`config.mk`:
```
export PLATFORM = sky130hd
export DESIGN_NAME = div_seq_unit
export DESIGN_NICKNAME = d
export VERILOG_FILES = /design/src/rtl/div_pkg.sv /design/src/rtl/div_restore_step.sv /design/src/rtl/div_seq_unit.sv
export SDC_FILE = /design/constraint.sdc
export NUM_CORES = 1
export LEC_CHECK = 0
export ABC_CLOCK_PERIOD_IN_PS = 7850
export CAP_MARGIN = 10
export CELL_PAD_IN_SITES_DETAIL_PLACEMENT = 1
export CELL_PAD_IN_SITES_GLOBAL_PLACEMENT = 1
export CORE_MARGIN = 8
export CORE_UTILIZATION = 44
export CTS_CLUSTER_SIZE = 12
export DETAILED_ROUTE_END_ITERATION = 12
export PLACE_DENSITY_LB_ADDON = 0.08
export SYNTH_ARGS = -nofsm -noshare
export SYNTH_HDL_FRONTEND = slang
export SYNTH_HIERARCHICAL = 1
export SYNTH_SLANG_ARGS = --single-unit
export TNS_END_PERCENT = 1
```
`constraint.sdc`:
```
create_clock -name clk -period 7.85 [get_ports clk]
set_input_delay 1.1775 -clock clk [delete_from_list [all_inputs] [get_ports clk]]
set_output_delay 1.1775 -clock clk [all_outputs]
set_load 0.005 [all_outputs]
```
`src/rtl/div_pkg.sv`:
```
// Shared types and constants for the sequential divide/remainder unit.
package div_pkg;

  localparam int XLEN_DEFAULT = 64;

  typedef enum logic [1:0] {
    IDLE = 2'd0,
    CALC = 2'd1,
    DONE = 2'd2
  } state_t;

  // Op select = {in_signed, in_word, in_rem}
  localparam logic [2:0] OP_DIVU  = 3'b000;
  localparam logic [2:0] OP_REMU  = 3'b001;
  localparam logic [2:0] OP_DIVUW = 3'b010;
  localparam logic [2:0] OP_REMUW = 3'b011;
  localparam logic [2:0] OP_DIV   = 3'b100;
  localparam logic [2:0] OP_REM   = 3'b101;
  localparam logic [2:0] OP_DIVW  = 3'b110;
  localparam logic [2:0] OP_REMW  = 3'b111;

endpackage

```
`src/rtl/div_restore_step.sv`:
```
// One radix-2 restoring division step: shift in a dividend bit, trial-subtract the divisor.
module div_restore_step #(
  parameter int W = 64
) (
  input  logic [W-1:0] rem_in,
  input  logic         dvd_bit,
  input  logic [W-1:0] divisor,
  output logic         q_bit,
  output logic [W-1:0] rem_next
);

  logic [W:0] shifted;
  logic [W:0] trial;

  // rem_in < divisor, so the difference always fits in W+1 bits with bit W as sign
  assign shifted  = {rem_in, dvd_bit};
  assign trial    = shifted - {1'b0, divisor};
  assign q_bit    = ~trial[W];
  assign rem_next = q_bit ? trial[W-1:0] : shifted[W-1:0];

endmodule

```
`src/rtl/div_seq_unit.sv`:
```
// Multi-cycle restoring divider/remainder for the RISC-V M-extension div/rem ops.
// Optional macro DIV_FAST_SPECIAL_EN: divide-by-zero and signed overflow skip the iterations.
module div_seq_unit
  import div_pkg::*;
#(
  parameter int XLEN = XLEN_DEFAULT
) (
  input  logic            clk,
  input  logic            rst,
  input  logic            flush,
  input  logic            in_valid,
  output logic            in_ready,
  input  logic [XLEN-1:0] in_a,
  input  logic [XLEN-1:0] in_b,
  input  logic            in_signed,
  input  logic            in_word,
  input  logic            in_rem,
  output logic            out_valid,
  input  logic            out_ready,
  output logic [XLEN-1:0] out_result
);

  localparam int HALF = XLEN / 2;
  localparam int CW   = $clog2(XLEN);

  state_t          state_reg, state_next;
  logic [CW-1:0]   cnt_reg;
  logic [XLEN-1:0] quo_reg, rem_reg, dvs_reg, a_ext_reg, out_result_reg;
  logic            neg_q_reg, neg_r_reg, rem_sel_reg, word_reg, dz_reg, ovf_reg;
  logic            out_valid_reg;

  logic            dec_signed, dec_word, dec_rem;
  logic [XLEN-1:0] a_ext, b_ext, mag_a, mag_b, dvd_init, most_neg;
  logic            sign_a, sign_b, dz_in, ovf_in, accept;
  logic            q_bit;
  logic [XLEN-1:0] rem_next, q_raw, q_fix, r_fix, calc_res;

  function automatic logic [XLEN-1:0] finalize(input logic dz, ovf, rem, word,
                                               input logic [XLEN-1:0] a_val, q, r);
    logic [XLEN-1:0] res;
    if (dz)       res = rem ? a_val : '1;
    else if (ovf) res = rem ? '0 : a_val;
    else          res = rem ? r : q;
    if (word) res = {{HALF{res[HALF-1]}}, res[HALF-1:0]};
    return res;
  endfunction

  always_comb begin
    dec_signed = 1'b0;
    dec_word   = 1'b0;
    dec_rem    = 1'b0;
    unique case ({in_signed, in_word, in_rem})
      OP_DIVU:  ;
      OP_REMU:  dec_rem = 1'b1;
      OP_DIVUW: dec_word = 1'b1;
      OP_REMUW: begin dec_word = 1'b1; dec_rem = 1'b1; end
      OP_DIV:   dec_signed = 1'b1;
      OP_REM:   begin dec_signed = 1'b1; dec_rem = 1'b1; end
      OP_DIVW:  begin dec_signed = 1'b1; dec_word = 1'b1; end
      OP_REMW:  begin dec_signed = 1'b1; dec_word = 1'b1; dec_rem = 1'b1; end
      default:  ;
    endcase
  end

  always_comb begin
    a_ext = in_a;
    b_ext = in_b;
    if (dec_word) begin
      a_ext = {{HALF{dec_signed & in_a[HALF-1]}}, in_a[HALF-1:0]};
      b_ext = {{HALF{dec_signed & in_b[HALF-1]}}, in_b[HALF-1:0]};
    end
    sign_a   = dec_signed & a_ext[XLEN-1];
    sign_b   = dec_signed & b_ext[XLEN-1];
    mag_a    = sign_a ? -a_ext : a_ext;
    mag_b    = sign_b ? -b_ext : b_ext;
    // Word dividends are left-aligned so the iteration always consumes from the MSB
    dvd_init = dec_word ? {mag_a[HALF-1:0], {HALF{1'b0}}} : mag_a;
    most_neg = dec_word ? {{HALF{1'b1}}, 1'b1, {(HALF-1){1'b0}}} : {1'b1, {(XLEN-1){1'b0}}};
    dz_in    = (b_ext == '0);
    ovf_in   = dec_signed & (a_ext == most_neg) & (b_ext == '1);
  end

  assign accept = in_valid & (state_reg == IDLE) & ~flush;

  div_restore_step #(.W(XLEN)) u_step (
    .rem_in   (rem_reg),
    .dvd_bit  (quo_reg[XLEN-1]),
    .divisor  (dvs_reg),
    .q_bit    (q_bit),
    .rem_next (rem_next)
  );

  always_comb begin
    q_raw    = {quo_reg[XLEN-2:0], q_bit};
    q_fix    = neg_q_reg ? -q_raw : q_raw;
    r_fix    = neg_r_reg ? -rem_next : rem_next;
    calc_res = finalize(dz_reg, ovf_reg, rem_sel_reg, word_reg, a_ext_reg, q_fix, r_fix);
  end

  always_comb begin
    state_next = state_reg;
    unique case (state_reg)
      IDLE: if (accept) begin
`ifdef DIV_FAST_SPECIAL_EN
        state_next = (dz_in | ovf_in) ? DONE : CALC;
`else
        state_next = CALC;
`endif
      end
      CALC: if (cnt_reg == '0) state_next = DONE;
      DONE: if (out_ready) state_next = IDLE;
      default: state_next = IDLE;
    endcase
    if (flush) state_next = IDLE;
  end

  always_ff @(posedge clk) begin
    if (rst) state_reg <= IDLE;
    else     state_reg <= state_next;
  end

  always_ff @(posedge clk) begin
    if (rst) begin
      cnt_reg        <= '0;
      quo_reg        <= '0;
      rem_reg        <= '0;
      dvs_reg        <= '0;
      a_ext_reg      <= '0;
      out_result_reg <= '0;
      neg_q_reg      <= 1'b0;
      neg_r_reg      <= 1'b0;
      rem_sel_reg    <= 1'b0;
      word_reg       <= 1'b0;
      dz_reg         <= 1'b0;
      ovf_reg        <= 1'b0;
      out_valid_reg  <= 1'b0;
    end else begin
      out_valid_reg <= (state_next == DONE);
      if (accept) begin
        cnt_reg     <= dec_word ? CW'(HALF - 1) : CW'(XLEN - 1);
        quo_reg     <= dvd_init;
        rem_reg     <= '0;
        dvs_reg     <= mag_b;
        a_ext_reg   <= a_ext;
        neg_q_reg   <= sign_a ^ sign_b;
        neg_r_reg   <= sign_a;
        rem_sel_reg <= dec_rem;
        word_reg    <= dec_word;
        dz_reg      <= dz_in;
        ovf_reg     <= ovf_in;
`ifdef DIV_FAST_SPECIAL_EN
        if (dz_in | ovf_in)
          out_result_reg <= finalize(dz_in, ovf_in, dec_rem, dec_word, a_ext, '0, '0);
`endif
      end else if (state_reg == CALC && !flush) begin
        quo_reg <= q_raw;
        rem_reg <= rem_next;
        cnt_reg <= cnt_reg - 1'b1;
        if (cnt_reg == '0) out_result_reg <= calc_res;
      end
    end
  end

  assign in_ready   = (state_reg == IDLE);
  assign out_valid  = out_valid_reg;
  assign out_result = out_result_reg;

endmodule
```
==> qor.yml <==
clock_tree:
  ctsHoldBuffers: 0
  numCtsBuffers: 42
  clock_sinks: 335
  root_buffer: "clkbuf_16"
  clockBufferDepth: 3
  h-tree-depth: 2
  cts_resized: 0
  cts_setup_buffers: 0
  insertion_delay_ns: 0.59
  tritoncts: "yes"
  clkSlewWorstSetupHoldPaths_ns: 0.06
global_routing:
  grt_use_met2: 0.532
  overflow: 0
  antenna_found_initial: 5
  met1_usage: 0.519
  grt_pass1_wl_mm: 190
  gr-usage-met3: 0.0936
  grt_start_max_net_pins: 133
  grt_pass1_vias: 28867
  grt_usage: 0.367
  grt_busiest_layer: "met2"
power_and_ir_drop:
  clockPowerShare: 0.402
  powerDensity_nw_per_um2: 176
  leakage_nw: 11.0
  p_comb_frac: 0.235
  pwr-share-seq: 0.363
  switching_share: 0.341
  p_total_mw: 5.21
  cell_internal_pwr_mw: 3.43
  p_sw_mw: 1.78
  ir_worst_vdd_uv: 147
drt:
  drc: 0
  routed_wirelength_mm: 129
  viasPerCell: 6.66
  drt_first_pass_iters: 8
  wire_per_inst_um: 28.7
  drtAntennaViolNets: 0
  first_iter_violations: 3898
  dr_total_vias: 29942
timing:
  fin_tns_setup_ns: 0
  finalSetupViolCount: 0
  relSlewSlack: 0.257
  period_minus_slack_ns: 6.82
  holdWs_ns: 0.457
  rsz0062_at_grt: "false"
  worstMarginPinSlew_ns: 1.11
  final.setup_skew_ns: 0.0243
  min_period_over_period: 0.869
  timing.fmax_mhz: 147
  setup_ws_ns: 1.03
  final-hold-violation-count: 0
  slew_viol_final: 0
worst_setup_path:
  required_ns: 8.37
  cp_max_fo: 51
  crit_arrival_ns: 7.34
  start_kind: "flop"
  endpoint_kind: "flop"
  critPathKind: "reg -> reg"
place:
  dp_cells: 4421
  post-dp-hpwl_mm: 98.6
  portBuffers: 201
  gp_congestion: 1.01
  post-place-ws_ns: 1.25
  place_area_sq_um: 28100
floorplan:
  die_w_um: 258
  fp.dieH_um: 258
  initial_core_util: 0.446
  core_sq_um: 57800
  dieArea_sq_um: 66600
  row_count: 88
  io_pins: 202
synth:
  synthCells: 3687
  synth_enable_flop_cells: 0
  synth_seq_area_share: 0.260
  ys_ff_latch: 335
  ys_warn_count: 6
  synthArstFlopShare: 0
  synth_cell_types: 91
  synth-main-ff-cell: "dfxtp_1"
  syn_nets: 3894
  synthesis.area_sq_um: 25800
  avgSynthCellArea_sq_um: 6.99
run_status:
  outcome: "finished clean"
finish:
  final_cells: 4498
  syn2layout_area_growth_pct: 14.7
  final_util: 0.511
  stdcell_area_sq_um: 29500
  drive_gt1_frac: 0.0512
  fin_nets: 3907
flow_run:
  cap_violations: 0
min_path:
  hold_path_class: "reg -> reg"
-- critical path: stages (launching register included) --
cell      delay (ns)
dfxtp_1         0.37
inv_1           0.07
ha_1            0.23
fa_1            0.42
nor2b_1         0.18
o31a_1          0.23
o31ai_1         0.12
o211ai_2        0.23
a311oi_2        0.19
o31a_1          0.40
o21ai_1         0.25
xnor2_2         0.17
buf_4           0.48
o21ai_1         0.28
or4_1           0.69
or4_1           0.71
nor4_1          0.76
nand3b_1        0.18
mux2i_1         0.16
a221oi_1        0.32
o21ai_1         0.13
a21oi_1         0.14
-- power by group through the flow --
stage	Sequential [mW]	Combinational, mW	Clock [mW]
floorplan	1.86	0.736	0
global placement	1.91	1.15	0
detailed placement	1.92	1.17	0
CTS	1.88	1.18	2.10
global route	1.89	1.30	2.16
finish	1.89	1.22	2.09
-- layout by cell type, fill, tap and decap left out, types with 14 or more instances in the layout --
cell type / n
clkbuf_16: 43
ha_1: 70
a21oi_1: 388
o31ai_1: 42
o41ai_1: 19
or4_1: 40
xor2_1: 126
a221oi_1: 17
nor2_1: 336
clkdlybuf4s50_1: 199
or2_2: 15
o22ai_1: 41
nand2_1: 547
nand2b_1: 40
o21a_1: 26
o21ai_0: 246
nor3_1: 123
nor4_1: 59
inv_1: 114
o21ai_1: 72
mux2i_1: 51
nand4_1: 61
nor2b_1: 14
nand3_1: 47
o211ai_1: 19
a21o_1: 30
a222oi_1: 19
a211oi_1: 74
and3_1: 14
dfxtp_1: 332
buf_4: 48
or3_1: 29
a31oi_1: 42
xnor2_1: 133
-- layer usage --
| layer | wire, um | share of wire | up-vias |
|---|---|---|---|
| met5 | 48 | 0.00037 | - |
| met4 | 5450 | 0.042 | 8 |
| met3 | 14600 | 0.11 | 281 |
| met2 | 53400 | 0.41 | 1562 |
| met1 | 55600 | 0.43 | 14776 |
| li1 | - | - | 13315 |
-- final timing paths --
kind                                                from                          end  slack, ns  cells after the start
worst max-delay path            quo_reg[63]$_SDFFE_PP0P_  out_result[52]$_SDFFE_PP0P_       1.03                     21
worst max register to register  quo_reg[63]$_SDFFE_PP0P_  out_result[52]$_SDFFE_PP0P_       1.03                     21
worst min register to register  dvs_reg[54]$_SDFFE_PP0P_     dvs_reg[54]$_SDFFE_PP0P_       0.46                      2
worst min-delay path            dvs_reg[54]$_SDFFE_PP0P_     dvs_reg[54]$_SDFFE_PP0P_       0.46                      2
-- synthesized netlist by cell type (10+ instances only) --
master | n | area [sq um]
a31oi_1 | 42 | 263
a21o_1 | 30 | 225
and3_1 | 14 | 87.6
mux2i_1 | 51 | 510
nor2_1 | 343 | 1290
or2_2 | 15 | 93.8
a22oi_1 | 12 | 90.1
o22a_1 | 12 | 105
o31a_1 | 12 | 105
a222oi_1 | 19 | 190
o21ai_0 | 246 | 1230
nand4_1 | 61 | 382
nand3_1 | 47 | 235
or4_1 | 40 | 300
o21a_1 | 26 | 195
inv_1 | 115 | 432
a311oi_1 | 13 | 114
o211ai_1 | 19 | 143
o21bai_1 | 13 | 97.6
a221oi_1 | 17 | 149
o21ai_1 | 73 | 365
nand2_1 | 549 | 2060
o41ai_1 | 19 | 166
nor2b_1 | 14 | 87.6
a211oi_1 | 74 | 556
xor2_1 | 126 | 1100
a21oi_1 | 388 | 1940
nand2b_1 | 40 | 250
or3_1 | 29 | 181
clkbuf_1 | 243 | 912
buf_2 | 10 | 50.1
buf_1 | 22 | 82.6
nor4_1 | 59 | 369
o31ai_1 | 42 | 315
ha_1 | 70 | 876
xnor2_1 | 134 | 1170
dfxtp_1 | 335 | 6710
nor3_1 | 123 | 616
o22ai_1 | 41 | 257
-- cell families (layout without fill, tap and decap cells) --
logic type	Yosys count	in the layout	share of synthesized area
AND/OR/NAND/NOR	1375	1375	0.246
AO/OA/AOI/OAI	1191	1191	0.288
XOR/XNOR	260	260	0.0884
other	0	2	0
flip-flops	335	335	0.260
adder cells (fa/ha/maj)	71	71	0.0348
multiplexers	57	57	0.0224
buffers and inverters	398	442	0.0597
-- final cells by class --
class                   instances  area [sq um]
diodes                          2          5.00
clock inverters                21           290
repair buffers                251          2410
multi-input cells            2954         17600
flip-flops and latches        335          6710
clock buffers                  54          1160
fillers                      7376         28300
well taps                     765           957
inverters                     116           435
(Power assumes the default switching activity.)
